File: src/rtl/mem_arbiter.sv
`default_nettype none
// ============================================================================
// mem_arbiter : round-robin arbiter sharing one Data_Memory line port between
//               two requesters, with one idle cycle after every ack.
// Rev 1.0
// ============================================================================
module mem_arbiter #(
  parameter int ADDR_W    = 32,
  parameter int DATA_W    = 256,
  parameter int PRIO_INIT = 0
) (
  input  logic              clk_i,
  input  logic              rst_i,
  input  logic              m0_enable_i,
  input  logic              m0_write_i,
  input  logic [ADDR_W-1:0] m0_addr_i,
  input  logic [DATA_W-1:0] m0_data_i,
  output logic              m0_ack_o,
  output logic [DATA_W-1:0] m0_data_o,
  input  logic              m1_enable_i,
  input  logic              m1_write_i,
  input  logic [ADDR_W-1:0] m1_addr_i,
  input  logic [DATA_W-1:0] m1_data_i,
  output logic              m1_ack_o,
  output logic [DATA_W-1:0] m1_data_o,
  output logic              mem_enable_o,
  output logic              mem_write_o,
  output logic [ADDR_W-1:0] mem_addr_o,
  output logic [DATA_W-1:0] mem_data_o,
  input  logic              mem_ack_i,
  input  logic [DATA_W-1:0] mem_data_i,
  output logic [1:0]        grant_o
);

  typedef enum logic [1:0] {
    ST_IDLE = 2'd0,
    ST_BUSY = 2'd1,
    ST_GAP  = 2'd2
  } state_t;

  // The last pointer starts opposite PRIO_INIT so PRIO_INIT wins the first tie.
  localparam logic c_LAST_INIT = (PRIO_INIT == 0) ? 1'b1 : 1'b0;

  state_t state_q, state_d;
  logic   owner_q, owner_d;
  logic   last_q,  last_d;
  logic   arb_winner;

  always_ff @(posedge clk_i) begin
    if (rst_i) begin
      state_q <= ST_IDLE;
      owner_q <= 1'b0;
      last_q  <= c_LAST_INIT;
    end else begin
      state_q <= state_d;
      owner_q <= owner_d;
      last_q  <= last_d;
    end
  end

  always_comb begin
    if (m0_enable_i && m1_enable_i) begin
      arb_winner = ~last_q;
    end else begin
      arb_winner = m1_enable_i;
    end
  end

  // Reset gates every output so a pending ack can never escape during reset.
  always_comb begin
    state_d      = state_q;
    owner_d      = owner_q;
    last_d       = last_q;
    mem_enable_o = 1'b0;
    mem_write_o  = 1'b0;
    mem_addr_o   = '0;
    mem_data_o   = '0;
    m0_ack_o     = 1'b0;
    m1_ack_o     = 1'b0;
    grant_o      = 2'b00;
    if (!rst_i) begin
      case (state_q)
        ST_IDLE, ST_GAP: begin
          if (m0_enable_i || m1_enable_i) begin
            owner_d = arb_winner;
            state_d = ST_BUSY;
          end else begin
            state_d = ST_IDLE;
          end
        end
        ST_BUSY: begin
          mem_enable_o = 1'b1;
          mem_write_o  = owner_q ? m1_write_i : m0_write_i;
          mem_addr_o   = owner_q ? m1_addr_i  : m0_addr_i;
          mem_data_o   = owner_q ? m1_data_i  : m0_data_i;
          grant_o      = owner_q ? 2'b10 : 2'b01;
          if (mem_ack_i) begin
            m0_ack_o = ~owner_q;
            m1_ack_o = owner_q;
            last_d   = owner_q;
            state_d  = ST_GAP;
          end
        end
        default: state_d = ST_IDLE;
      endcase
    end
  end

  assign m0_data_o = mem_data_i;
  assign m1_data_o = mem_data_i;

endmodule
`default_nettype wire

File: config.mk
export PLATFORM = sky130hd
export DESIGN_NAME = mem_arbiter
export DESIGN_NICKNAME = d
export VERILOG_FILES = /design/src/rtl/mem_arbiter.sv
export SDC_FILE = /design/constraint.sdc
export NUM_CORES = 1
export LEC_CHECK = 0
export BUFFER_PORTS_ARGS = -buffer_cell sky130_fd_sc_hd__buf_2
export CAP_MARGIN = 20
export CELL_PAD_IN_SITES_DETAIL_PLACEMENT = 0
export CELL_PAD_IN_SITES_GLOBAL_PLACEMENT = 1
export CORE_AREA = 2 2 645 647
export CTS_CLUSTER_DIAMETER = 120
export CTS_CLUSTER_SIZE = 8
export DETAILED_ROUTE_END_ITERATION = 10
export DIE_AREA = 0 0 647 649
export PLACE_DENSITY = 0.3
export SLEW_MARGIN = 20
export SYNTH_ARGS = -nofsm -noshare
export SYNTH_HDL_FRONTEND = slang
export SYNTH_SLANG_ARGS = --single-unit
File: constraint.sdc
create_clock -name clk_i -period 1.67 [get_ports clk_i]
set_clock_uncertainty 0.2 [all_clocks]
set_input_delay 0.0835 -clock clk_i [delete_from_list [all_inputs] [get_ports clk_i]]
set_output_delay 0.0835 -clock clk_i [all_outputs]
set_load 0.02 [all_outputs]
==> results.md <==
- Launching instance or port of the critical path: state_q[1]
- Number of buffer cells added on primary ports: 876
- Setup repair after global routing missed its margin: true
- Worst-case register-to-register setup slack: -0.03 ns
- Largest net degree at the start of global routing: 20
- Endpoint required time on the critical path: 1.39 ns
- Biggest fanout along the worst timing path: 5
- Sequential fraction of the synthesis area: 0.912%
- Clock insertion delay at the later pin of the skew report: 0.23 ns
- Tot Pwr: 12.1 mW
- Upper clock frequency limit: 421 MHz
- DRC errors left: 0
- Initial antenna violation count: 347
- Crit Path Category: flop to primary output
- Count of placed standard cells including taps: 7068
- R2R depth: 7
- Maximum resistive drop on vdd: 0.315 mV
- Std-Cell Core Area: 413000 um^2
- Mean area per synthesized cell: 7.45 um^2
- TritonCTS clock tree: built
- Setup WS pre-CTS: -1.02 ns
- Clock slew at the register clock pins of the worst setup and hold paths: 0.03 ns
- Worst Hold Slack: 0.0804 ns
- Total length of routed wires: 278000 um
- Via count of the first global-routing pass: 13600
- Pins Over Slew Limit: 0
- Non-filler cells, final: 7579
- Root Buffer: sky130_fd_sc_hd__clkbuf_16
- CTS sink count: 4
- Overflow left after global routing: 0
- Distinct cells, synth: 22
- Wire length per cell: 36.7 um
- Starting DRC count in detailed routing: 791
- Cell Area, Placed: 20700 um^2
- Power density over cell area: 375 nW/um^2
- Total number of H-tree levels: 1
- Predominant post-synthesis flop cell: sky130_fd_sc_hd__dfxtp_1
- Die height: 649 um
- Kind of launch point of the worst setup path: flop
- Post-Synthesis Net Count: 2017
- Area growth from synthesis to final layout: 266%
- Number of rows created at floorplan: 236
- Antenna-violating nets left: 0
- Termination of the worst setup path: mem_addr_o[29]
- Net total in the final layout: 2855
- Kind of path behind the tightest hold check: input port to flop
- Normalized max-slew margin: 17.0%
- Die X: 647 um
- Router iterations before antenna repair: 5
- Minimum setup slack in the final design: -0.707 ns
- Synthesis Warnings: 0
- Violations in the final reports: setup timing
- First-pass GRT wire length: 308000 um
- Slew at the pin with the worst max-slew slack: 1.24 ns
- Cell area after synthesis: 8780 um^2
- Share of post-route cells with drive strength above 1: 86.4%
- Number of vias in the routed layout: 14600
- Number of buffers inserted during clock tree synthesis: 3
- Destination of the worst register-to-register timing path: state_q[1]
- Reg-to-reg critical path startpoint: state_q[1]
- Number of buffers on the longest clock path: 2
- Synthesized instance count: 1178
- Final Hold Vio Count: 0
- Routability-driven placement congestion ratio: 0.785
- Area of all placed cells without fillers: 32100 um^2
- Die area: 420000 um^2
- Worst Setup End Kind: primary output
- Leakage power of the design: 10.1 nW
- Setup-failing EPs final: 301
- Vias per inst: 1.92
- Top-Level Pins: 1645
- HPWL reported at the end of detailed placement: 253000 um
- Fraction of registers with async set/reset: 0%
- Final period util: 142%
- Reported max-cap violation count: 0
- Clock period minus worst slack: 2.38 ns
- Number of enable flip-flop cells after synthesis: 0
- Initial cell density of the core: 2.13%
- Status: finished, violations left
- Overall global routing resource usage: 12.7%
- CP Data Arrival Time: 2.09 ns
- Yosys reg bits: 4
## worst max-delay path: stages, from the launching register on
cell and delay, ns:
sky130_fd_sc_hd__dfxtp_2 0.32, sky130_fd_sc_hd__or3b_4 0.42, sky130_fd_sc_hd__buf_12 0.15, sky130_fd_sc_hd__buf_16 0.14, sky130_fd_sc_hd__buf_8 0.13, sky130_fd_sc_hd__nor2_4 0.42
sky130_fd_sc_hd__buf_12 0.21
## logic make-up after synthesis
group | count (synthesis) | synth area share (%)
muxes | 289 | 32.9
and+or+nand+nor | 300 | 15.9
AOI/OAI and AO/OA | 5 | 0.314
DFF | 4 | 0.912
buffers and inverters | 580 | 49.9
## final cells by class
type                       instances  area, um^2
antenna                           90         225
multi-input combinational        594        9420
timing repair buffer            1411       15500
tap                             5474        6850
sequential                         4        86.3
fill                           47900      380000
inverter                           2        20.0
clock buffer                       4        78.8
## cells in the final DEF (no fill, tap or decap), types with 19 or more instances in the layout
cell,n
sky130_fd_sc_hd__buf_2,582
sky130_fd_sc_hd__clkbuf_16,19
sky130_fd_sc_hd__dlygate4sd3_1,248
sky130_fd_sc_hd__buf_6,155
sky130_fd_sc_hd__diode_2,90
sky130_fd_sc_hd__buf_8,30
sky130_fd_sc_hd__buf_4,37
sky130_fd_sc_hd__mux2i_4,246
sky130_fd_sc_hd__buf_12,288
sky130_fd_sc_hd__mux2i_2,37
sky130_fd_sc_hd__buf_16,49
sky130_fd_sc_hd__nor2_4,277
## per-stage QoR
step | utilization, % | TNS, ns
after floorplan | - | -3.95
after global placement | 4.78 | -178.06
after detailed placement | 5.01 | -131.53
after CTS | 7.32 | -155.06
after global routing | 7.76 | -148.92
final | 7.79 | -134.41
## power by group
part	leakage (nW)	internal, mW	switching, mW
sequential	0.0343	0.104	0.00992
combinational	9.98	4.79	6.78
clock	0.0387	0.316	0.0763
## state kept, by name, indices dropped and copies added (netlist names)
name,flops
state_q,2
last_q,1
owner_q,1
## how the worst min path moves through the flow
stage | startpoint | end | slack [ns] | depth (start not counted)
CTS | mem_data_i[212] | m1_data_o[212] | 0.0001 | 0
global route | mem_data_i[172] | m0_data_o[172] | 0.12 | 1
global placement | mem_data_i[138] | m0_data_o[138] | -0.03 | 0
finish | rst_i | last_q | 0.08 | 4
detailed placement | mem_data_i[138] | m0_data_o[138] | -0.03 | 0
floorplan | rst_i | owner_q | -0.05 | 1
## Yosys cell counts, types with 2 or more instances
master | number | share of area [%]
sky130_fd_sc_hd__nand3b_1 | 2 | 0.17
sky130_fd_sc_hd__o21ai_0 | 2 | 0.11
sky130_fd_sc_hd__nor2_4 | 10 | 1.3
sky130_fd_sc_hd__buf_6 | 31 | 4.0
sky130_fd_sc_hd__nor2_1 | 212 | 9.1
sky130_fd_sc_hd__and2_1 | 2 | 0.14
sky130_fd_sc_hd__mux2i_1 | 289 | 33
sky130_fd_sc_hd__buf_1 | 2 | 0.086
sky130_fd_sc_hd__nor2_2 | 70 | 5.0
sky130_fd_sc_hd__a21oi_1 | 2 | 0.11
sky130_fd_sc_hd__buf_4 | 512 | 44
sky130_fd_sc_hd__dfxtp_1 | 4 | 0.91
sky130_fd_sc_hd__buf_2 | 31 | 1.8
## repair_timing
item,in CTS,in global routing
setup buffers,98,56
gates cloned,40,7
hold endpoints to repair,511,5
setup endpoints to repair,294,302
hold buffers,258,3
gates resized for setup,1059,337
pin swaps,115,103
## per-layer routing
metal / track usage, % / routed length (um) / part of all wire (%) / vias to the layer above
met2: 20.3 / 123000 / 44 / 1856
met3: 9.22 / 44800 / 16 / 720
li1: - / - / - / 5128
met5: 0.652 / 1800 / 0.64 / -
met4: 2.62 / 8920 / 3.2 / 178
met1: 13.4 / 99400 / 36 / 6686
(Power assumes the default switching activity.)
